[src/rtl/mem_stage.sv]
// MIPS MEM stage: req/ack data-memory access with timeout, registered MEM/WB outputs.
// Optional alignment check enabled by defining MEM_ALIGN_CHECK_EN.
module mem_stage #(
    parameter int WIDTH          = 32,
    parameter int TIMEOUT_CYCLES = 15
) (
    input  logic             clk,
    input  logic             reset,
    input  logic             in_valid,
    input  logic [1:0]       M_control,
    input  logic [1:0]       WB_control_in,
    input  logic [WIDTH-1:0] alu_result,
    input  logic [WIDTH-1:0] store_data,
    input  logic [4:0]       dest_in,
    output logic             stall,
    output logic             dmem_req,
    output logic             dmem_we,
    output logic [WIDTH-1:0] dmem_addr,
    output logic [WIDTH-1:0] dmem_wdata,
    input  logic             dmem_ack,
    input  logic [WIDTH-1:0] dmem_rdata,
    output logic             wb_valid,
    output logic [1:0]       WB_control,
    output logic [WIDTH-1:0] ALU_out,
    output logic [WIDTH-1:0] Mem_out,
    output logic [4:0]       dest_out,
    output logic             mem_err,
    output logic             misalign
);

    typedef enum logic {IDLE, WAIT} state_t;

    state_t           state_reg;
    logic [7:0]       cnt_reg;
    logic             req_reg;
    logic             we_reg;
    logic [WIDTH-1:0] addr_reg;
    logic [WIDTH-1:0] wdata_reg;
    logic             load_reg;
    logic [1:0]       wbc_pend_reg;
    logic [4:0]       dest_pend_reg;
    logic             wb_valid_reg;
    logic [1:0]       wb_control_reg;
    logic [WIDTH-1:0] alu_out_reg;
    logic [WIDTH-1:0] mem_out_reg;
    logic [4:0]       dest_out_reg;
    logic             mem_err_reg;
    logic             misalign_reg;

    logic             misaligned;
    logic             timeout_hit;

`ifdef MEM_ALIGN_CHECK_EN
    assign misaligned = |alu_result[1:0];
`else
    assign misaligned = 1'b0;
`endif

    // Fires on the cycle whose closing edge would be the TIMEOUT_CYCLES-th request cycle.
    assign timeout_hit = ({1'b0, cnt_reg} + 9'd1) >= 9'(TIMEOUT_CYCLES);

    always_ff @(posedge clk) begin
        if (reset) begin
            state_reg      <= IDLE;
            cnt_reg        <= 8'd0;
            req_reg        <= 1'b0;
            we_reg         <= 1'b0;
            addr_reg       <= '0;
            wdata_reg      <= '0;
            load_reg       <= 1'b0;
            wbc_pend_reg   <= 2'b00;
            dest_pend_reg  <= 5'd0;
            wb_valid_reg   <= 1'b0;
            wb_control_reg <= 2'b00;
            alu_out_reg    <= '0;
            mem_out_reg    <= '0;
            dest_out_reg   <= 5'd0;
            mem_err_reg    <= 1'b0;
            misalign_reg   <= 1'b0;
        end else begin
            wb_valid_reg   <= 1'b0;
            wb_control_reg <= 2'b00;
            misalign_reg   <= 1'b0;
            case (state_reg)
                IDLE: begin
                    if (in_valid) begin
                        if (M_control == 2'b00) begin
                            wb_valid_reg   <= 1'b1;
                            wb_control_reg <= WB_control_in;
                            alu_out_reg    <= alu_result;
                            mem_out_reg    <= '0;
                            dest_out_reg   <= dest_in;
                        end else if (misaligned) begin
                            wb_valid_reg   <= 1'b1;
                            alu_out_reg    <= alu_result;
                            mem_out_reg    <= '0;
                            dest_out_reg   <= dest_in;
                            misalign_reg   <= 1'b1;
                        end else begin
                            state_reg     <= WAIT;
                            cnt_reg       <= 8'd0;
                            req_reg       <= 1'b1;
                            we_reg        <= M_control[0];
                            addr_reg      <= alu_result;
                            wdata_reg     <= store_data;
                            load_reg      <= (M_control == 2'b10);
                            wbc_pend_reg  <= WB_control_in;
                            dest_pend_reg <= dest_in;
                        end
                    end
                end
                WAIT: begin
                    if (cnt_reg != 8'hFF) begin
                        cnt_reg <= cnt_reg + 8'd1;
                    end
                    // Ack takes priority over a coincident timeout.
                    if (dmem_ack) begin
                        state_reg      <= IDLE;
                        req_reg        <= 1'b0;
                        wb_valid_reg   <= 1'b1;
                        wb_control_reg <= wbc_pend_reg;
                        alu_out_reg    <= addr_reg;
                        mem_out_reg    <= load_reg ? dmem_rdata : '0;
                        dest_out_reg   <= dest_pend_reg;
                    end else if (timeout_hit) begin
                        state_reg      <= IDLE;
                        req_reg        <= 1'b0;
                        mem_err_reg    <= 1'b1;
                        wb_valid_reg   <= 1'b1;
                        alu_out_reg    <= addr_reg;
                        mem_out_reg    <= '0;
                        dest_out_reg   <= dest_pend_reg;
                    end
                end
                default: state_reg <= IDLE;
            endcase
        end
    end

    assign stall      = (state_reg == WAIT);
    assign dmem_req   = req_reg;
    assign dmem_we    = we_reg;
    assign dmem_addr  = addr_reg;
    assign dmem_wdata = wdata_reg;
    assign wb_valid   = wb_valid_reg;
    assign WB_control = wb_control_reg;
    assign ALU_out    = alu_out_reg;
    assign Mem_out    = mem_out_reg;
    assign dest_out   = dest_out_reg;
    assign mem_err    = mem_err_reg;
    assign misalign   = misalign_reg;

endmodule

[config.mk]
export PLATFORM = sky130hd
export DESIGN_NAME = mem_stage
export DESIGN_NICKNAME = d
export VERILOG_FILES = /design/src/rtl/mem_stage.sv
export SDC_FILE = /design/constraint.sdc
export NUM_CORES = 1
export LEC_CHECK = 0
export CORE_MARGIN = 1.5
export CORE_UTILIZATION = 46
export CTS_CLUSTER_SIZE = 16
export DETAILED_ROUTE_END_ITERATION = 7
export PLACE_DENSITY = 0.95
export SYNTH_ARGS = -nofsm -noshare
export SYNTH_HDL_FRONTEND = slang
export SYNTH_SLANG_ARGS = --single-unit
[constraint.sdc]
create_clock -name clk -period 3.4 [get_ports clk]
set_clock_uncertainty 0.1 [all_clocks]
set_input_delay 0.51 -clock clk [delete_from_list [all_inputs] [get_ports clk]]
set_output_delay 0.51 -clock clk [all_outputs]
set_load 0.005 [all_outputs]
## Word-level counts from Yosys, hierarchy flattened

Index checks and enable logic that the tools add are counted.

| storage, ports and cells | value |
|---|---|
| memory bits (read-only) | 0 |
| register bits | 156 |
| word-level logic and storage cells | 73 |
| memories | 0 |
| bits in writable memories | 0 |
| bits of input ports | 109 |
| bits in latches | 0 |

| operators by class | value |
|---|---|
| multipliers | 0 |
| shifts and indexed selects | 0 |
| order comparisons | 1 |
| divide/modulo/power cells | 0 |
| muxes and demuxes | 39 |
| equality and inequality tests | 7 |
| bitwise gates (word level) | 3 |
| reduce and logical (&&, ||, !) cells | 6 |
| add/sub/neg operators | 2 |

Operators with widths:

| cell | count |
|---|---|
| 32-bit two-way mux | 9 |
| 32-bit one-hot mux with 2 select lines | 2 |
| 8-bit two-way mux | 3 |
| 5-bit two-way mux | 4 |
| 8-bit one-hot mux with 2 select lines | 1 |
| 3-bit AND reduction | 5 |
| 1-bit two-way mux | 12 |
| 5-bit one-hot mux with 2 select lines | 1 |
| 8-bit by 1-bit adder with 9-bit output (second input constant) | 1 |
| 9-bit by 4-bit >= comparator with 1-bit output (second input constant) | 1 |
| 8-bit by 1-bit adder with 8-bit output (second input constant) | 1 |
| 8-bit != test (second input constant) | 1 |
| 2-bit two-way mux | 3 |
| 2-bit != test (second input constant) | 3 |
| 1-bit one-hot mux with 2 select lines | 3 |
| 2-bit one-hot mux with 2 select lines | 1 |
| 3-bit by 2-bit != test with 1-bit output (second input constant) | 1 |
| 1-bit NOT | 3 |
| 2-bit equality test (second input constant) | 1 |
| 2-bit zero test | 1 |
| 2-bit by 1-bit != test with 1-bit output (second input constant) | 1 |

## Depth between registers and ports, before layout

Gate-level depths: netlist of the first run.

| logic depth | value |
|---|---|
| word-level depth | 5 |
| mapped depth | 9 |

## Least setup slack after synthesis of the first run

No wires, ideal clock.

| timing path | value |
|---|---|
| kind | register to register |
| from | register cnt_reg[0] |
| to | register alu_out_reg[10], in the netlist ALU_out[10] |
| library setup time | 152 ps |
| cell stages (with the launch flop) | 9 |
| data arrival time | 1987 ps |
| path buffers | 2 |
| path slack | 1161 ps |
| cells stage by stage | dfxtp_1 > ha_1 > nand3_2 > o21a_1 > a2111oi_4 > a31o_2 > buf_4 > buf_6 > a221oi_2 |

| on the way | value |
|---|---|
| longest elaborated chain between the ends | 4 |

Ends and longest elaborated chain:

| item | RTL line | RTL |
|---|---|---|
| start, declared | 34 | `logic [7:0] cnt_reg;` |
| start signal, assigned | 114 | `cnt_reg <= cnt_reg + 8'd1;` |
| 8-bit by 1-bit adder with 9-bit output | 60 | `assign timeout_hit = ({1'b0, cnt_reg} + 9'd1) >= 9'(TIMEOUT_CYCLES);` |
| 9-bit by 4-bit >= comparator with 1-bit output | 60 |  |
| 3-bit by 2-bit != test with 1-bit output (no source line) | -- |  |
| 3-bit AND reduction (no source line) | -- |  |
| end signal, assigned | 90 | `alu_out_reg <= alu_result;` |
| end signal, assigned | 95 | `alu_out_reg <= alu_result;` |
| end signal, assigned | 122 | `alu_out_reg <= addr_reg;` |
| end, declared | 44 | `logic [WIDTH-1:0] alu_out_reg;` |

Every way passes these cells.
A chain may end at the register's enable or synchronous reset.

## Worst setup path after layout of the first run

| timing path | value |
|---|---|
| from | register cnt_reg[0] |
| to | register dest_out_reg[0], in the netlist dest_out[0] |

| on the way | value |
|---|---|
| longest elaborated chain between the ends | 4 |

Ends and longest elaborated chain:

| item | RTL line | RTL |
|---|---|---|
| 8-bit by 1-bit adder with 9-bit output | 60 |  |
| 9-bit by 4-bit >= comparator with 1-bit output | 60 |  |
| 3-bit by 2-bit != test with 1-bit output (no source line) | -- |  |
| 3-bit AND reduction (no source line) | -- |  |
| end signal, assigned | 92 | `dest_out_reg <= dest_in;` |
| end signal, assigned | 97 | `dest_out_reg <= dest_in;` |
| end signal, assigned | 124 | `dest_out_reg <= dest_pend_reg;` |
| end, declared | 46 | `logic [4:0] dest_out_reg;` |

Every way passes these cells.

==> metrics.txt, run 1 <==
Fmax 357 MHz; total of max-cap violations 0; Die Ht 118 µm; CP max FO 38; # diodes 0; final worst setup slack 0.602 ns; WHS 0.351 ns; Reg clk slew, reported paths 0.06 ns; Critical Setup Path Class flop to flop; RSZ-0062 raised after global routing false; gr usage total around a quarter; Syn Inst Count 658; startpoint types flop; CP max stage cell a2111oi_4; initial antenna violation count 0; Rows 41; pre-CTS setup slack just over 0.6 ns; minimum clock period 2.80 ns; CTS H-tree depth 4; worst min path class flop to flop; Avg Inst Size Synth 9.25 µm²; Pwr Density 481 nW/µm²; top_reg_cell synth dfxtp_1; Fin Setup TNS 0 ns; Initial Utilization 47.7%; run status complete, no violations; CP Data Required Time 3.54 ns; Unique masters post-synth 47; mux contribution to synthesized area 6.08%; global-route wire length before repair 28000 µm; Area Overhead vs Synth 51.6%; synthesized area 6090 µm²; Filler cells 895; max incr delay on CP 0.48 ns; Cells after DPL 1034; nets 992; Post-Synth XOR/XNOR Area less than 1%; Slew Viols, Final 0; # DRC 0; WP buf/inv 1; top-count cell post-synth dfxtp_1; Rel. slew slack 31.2%; crit path DAT 2.94 ns; Post-synth EDFFs 0; CP top delay family compound AO/OA/AOI/OAI gates; top cells by area, synth dfxtp_1 51%, nand2_1 9.2%, a21oi_1 6.5%; met3 GRT Util 6.73%; hold buffers post-CTS 0; die area roughly 14000 µm²; Iter 0 DRT Violations 687; syn nets 769; Post-Place Cell Area 8670 µm²; synth warn 0; remaining global-route overflow 0; Post-CTS Setup Bufs 0; vias per inst around 5.4; final hold violations 0; antenna-violating nets left 0; adder-cell share of the synthesized area less than 1%; GPL Wtd Cong 0.790; LEAKAGE 3.60 nW; CTS-repair resized insts 0; cell taking the most area after synthesis dfxtp_1; met2 Use GR 41.9%; largest net degree at the start of global routing 89; simple-gate area share of the yosys netlist 14.6%; CP endpoint kind flop; largest family of logic cells by synthesized area compound AO/OA/AOI/OAI gates; drt wl/cell about 16 µm; input/output buffers between 200 and 250; Util after Layout slightly above 70%; clk buf depth 2; top cell type's share of synthesized area 51.3%; WL final 17400 µm; fin crit share 82.3%; CTS root buffer clkbuf_16; sequential share of the synthesized area around 51%; Compound-Gate Fraction of Synth Area 22.6%; GR peak layer met2; Pre-antenna DRT Iters 5; non-filler instance count after layout 1065; Die W around 120 µm; # IOs 250; most instantiated cells after synthesis 156 x dfxtp_1, 149 x nand2_1, 79 x a21oi_1, 52 x nor2_1, 38 x clkbuf_1; VDD IR-drop max about 310 µV; Worst-Margin Slew a little over 1 ns; vias 5752; TritonCTS buffer count 17; setup violators final 0; layout cells sized above 1 8.40%; asr flop ratio synth 0%; TritonCTS clock tree yes; fin area 9230 µm²; detailed placer's ending HPWL roughly 12000 µm; crit-path cells ha_1 > nand3_2 > o21a_1 > a2111oi_4 > a31o_2 > buf_4 > a221oi_1; met1 Track Usage GR just under 30%; core area 12800 µm²; Pwr Total 4.44 mW; vias in the first global route 5597; #FFs+latches synth roughly 160; TritonCTS sink count 156; clk_lat worst skew 0.41 ns
per-layer routing:
layer | up-vias | wire length, µm
met4 | 0 | 509
met2 | 268 | 8580
met3 | 37 | 1120
li1 | 2764 | -
met5 | - | 0
met1 | 2683 | 7200
tightest hold or removal path: stages (launching register included):
cell and delay [ns]:
dfxtp_1 0.31, nand2_1 0.05, a21oi_1 0.05
cell type report:
| class | count | area (µm²) | area share [%] |
|---|---|---|---|
| Tap cell | 172 | 215 | 2.33 |
| Sequential cell | 156 | 3120 | 33.8 |
| Clock inverter | 8 | 92.6 | 1.00 |
| Inverter | 5 | 18.8 | 0.203 |
| Multi-Input combinational cell | 441 | 2700 | 29.3 |
| Clock buffer | 23 | 468 | 5.07 |
| Timing Repair Buffer | 260 | 2610 | 28.3 |
kinds of logic after synthesis:
group / after synthesis
flops: 156
simple gates: 222
fa+ha+maj: 2
buf+inv: 61
mux: 37
other cells: 1
compound gates: 178
xor+xnor: 1
placed cells by master (no fill, tap or decap), drive strengths merged, types with 2 or more instances in the layout:
cell             n
a31o             2
nor3             3
nand2          149
nand4            3
a21oi           79
nand2b           2
mux2i           37
o21ai            7
and3             2
o21a             2
a211oi           3
dfxtp          156
ha               2
or3              2
nand3            4
clkinv           5
bufinv           2
nor2            52
a32oi            2
a31oi            3
a221oi          37
clkbuf          23
buf             13
clkdlybuf4s50  247
inv              5
a22o            32
where the power goes:
part	internal, mW	switching, mW	total [mW]
clock network	1.11	0.707	1.82
registers	1.92	0.0572	1.98
logic	0.359	0.283	0.642
worst paths after layout:
| kind | start | to | slack, ns | cells past startpoint |
|---|---|---|---|---|
| setup / recovery | cnt_reg[0] | dest_out[0] | 0.60 | 7 |
| hold reg to reg | dmem_wdata[18] | dmem_wdata[18] | 0.35 | 2 |
| setup reg to reg | cnt_reg[0] | dest_out[0] | 0.60 | 7 |
| hold / removal | dmem_wdata[18] | dmem_wdata[18] | 0.35 | 2 |
Power figures use the tool's default switching activity.
==> run 2: changes to the inputs <==
- CORE_UTILIZATION: 46 -> 39
- PLACE_DENSITY: 0.95 -> 0.88
- clock period: 3.4 -> 2.4 ns (I/O delays scaled with it)
==> metrics.txt, run 2 (synthesis results as in run 1) <==
CP max FO 32; GPL Wtd Cong 0.787; CTS H-tree depth 4; commonest non-fill, non-tap cells in the layout 247 x clkdlybuf4s50_1, 154 x dfxtp_1, 148 x nand2_1; vias in the first global route 5446; antenna-violating nets left 0; Critical Setup Path Class flop to flop; minimum clock period 2.21 ns; CP max stage cell a2111oi_4; drt wl/cell 15.6 µm; total of max-cap violations 0; max incr delay on CP 0.40 ns; # DRC 0; vias 5750; LEAKAGE 3.68 nW; input/output buffers 248; commonest non-fill, non-tap cell in the layout clkdlybuf4s50_1; clk_lat worst skew 0.41 ns; Area Overhead vs Synth 54.6%; WHS 0.253 ns; WP buf/inv 2; fin area 9410 µm²; clk buf depth 2; # IOs 250; Pwr Density between 600 and 700 nW/µm²; Pre-antenna DRT Iters 4; TritonCTS clock tree yes; TritonCTS buffer count 17; global-route wire length before repair 26800 µm; VDD IR-drop max 436 µV; hold buffers post-CTS 0; gr usage total 20.3%; TritonCTS sink count 156; run status complete, no violations; crit-path cells ha_1 > and3_1 > o211ai_1 > a2111oi_4 > buf_4 > a31o_2 > buf_12 > a22o_1; vias per inst roughly 5.3; CP endpoint kind flop; Iter 0 DRT Violations approximately 300; fin crit share 92.1%; Fmax 452 MHz; CP Data Required Time 2.65 ns; layout cells sized above 1 9.87%; Rows 45; Cells after DPL roughly 1.1k; Pwr Total between 6 and 7 mW; startpoint types flop; remaining global-route overflow 0; nets roughly 1k; setup violators final 0; Die W between 100 and 150 µm; Post-Place Cell Area 8800 µm²; CP top delay family compound AO/OA/AOI/OAI gates; initial antenna violation count 0; Reg clk slew, reported paths roughly 0.060 ns; Fin Setup TNS 0 ns; # diodes 0; core area 15200 µm²; worst min path class primary input to flop; Initial Utilization 40.0%; non-filler instance count after layout 1090; Slew Viols, Final 0; detailed placer's ending HPWL 11500 µm; CTS root buffer clkbuf_16; crit path DAT 2.46 ns; final hold violations 0; RSZ-0062 raised after global routing false; WL final 17000 µm; Die Ht 128 µm; die area 16400 µm²; largest net degree at the start of global routing 98
run 2: timing repair:
item,4_1_cts,5_1_grt
buffers inserted,0,1
endpoints found under the setup margin,0,62
gates resized for setup,0,3
run 2: layout make-up:
cell class                      instances  area, µm²
Multi-Input combinational cell        441       2710
Sequential cell                       156       3130
Fill cell                            1204       5790
Timing Repair Buffer                  268       2730
Clock buffer                           21        470
Tap cell                              188        235
Inverter                                5       18.8
Clock inverter                         11        118
run 2: layer usage:
metal  track usage (%)  wire length [µm]  up-vias
li1                  -                 -     2778
met1              25.4              7230     2700
met2              33.0              8140      241
met3              6.39              1210       31
met4              7.27               437        0
met5                 0                 0        -
run 2: power by group:
part           internal (mW)  leakage [nW]  switching, mW  total (mW)
Combinational          0.528          2.12          0.403       0.931
Sequential              2.72          1.27         0.0786        2.80
Clock                   1.61         0.289           1.04        2.65
Total                   4.86          3.68           1.52        6.38
run 2: stage by stage:
stage               setup slack, ns  utilization (%)
floorplan                     0.161                -
global placement              0.149             57.9
detailed placement           0.0492             57.9
CTS                          0.0264             61.8
global route                0.00196             61.9
finish                        0.190             61.9
run 2: final timing paths:
kind	start	slack [ns]	endpoint	depth (start not counted)
setup / recovery	cnt_reg[0]	0.19	Mem_out[2]	8
hold / removal	reset	0.25	cnt_reg[0]	2
setup reg to reg	cnt_reg[0]	0.19	Mem_out[2]	8
hold reg to reg	dmem_wdata[9]	0.35	dmem_wdata[9]	2
==> run 3: changes to the inputs <==
- SLEW_MARGIN: unset -> 25
==> results of run 3 <==
No change in the layout: final DEF, timing and power equal those of run 2.
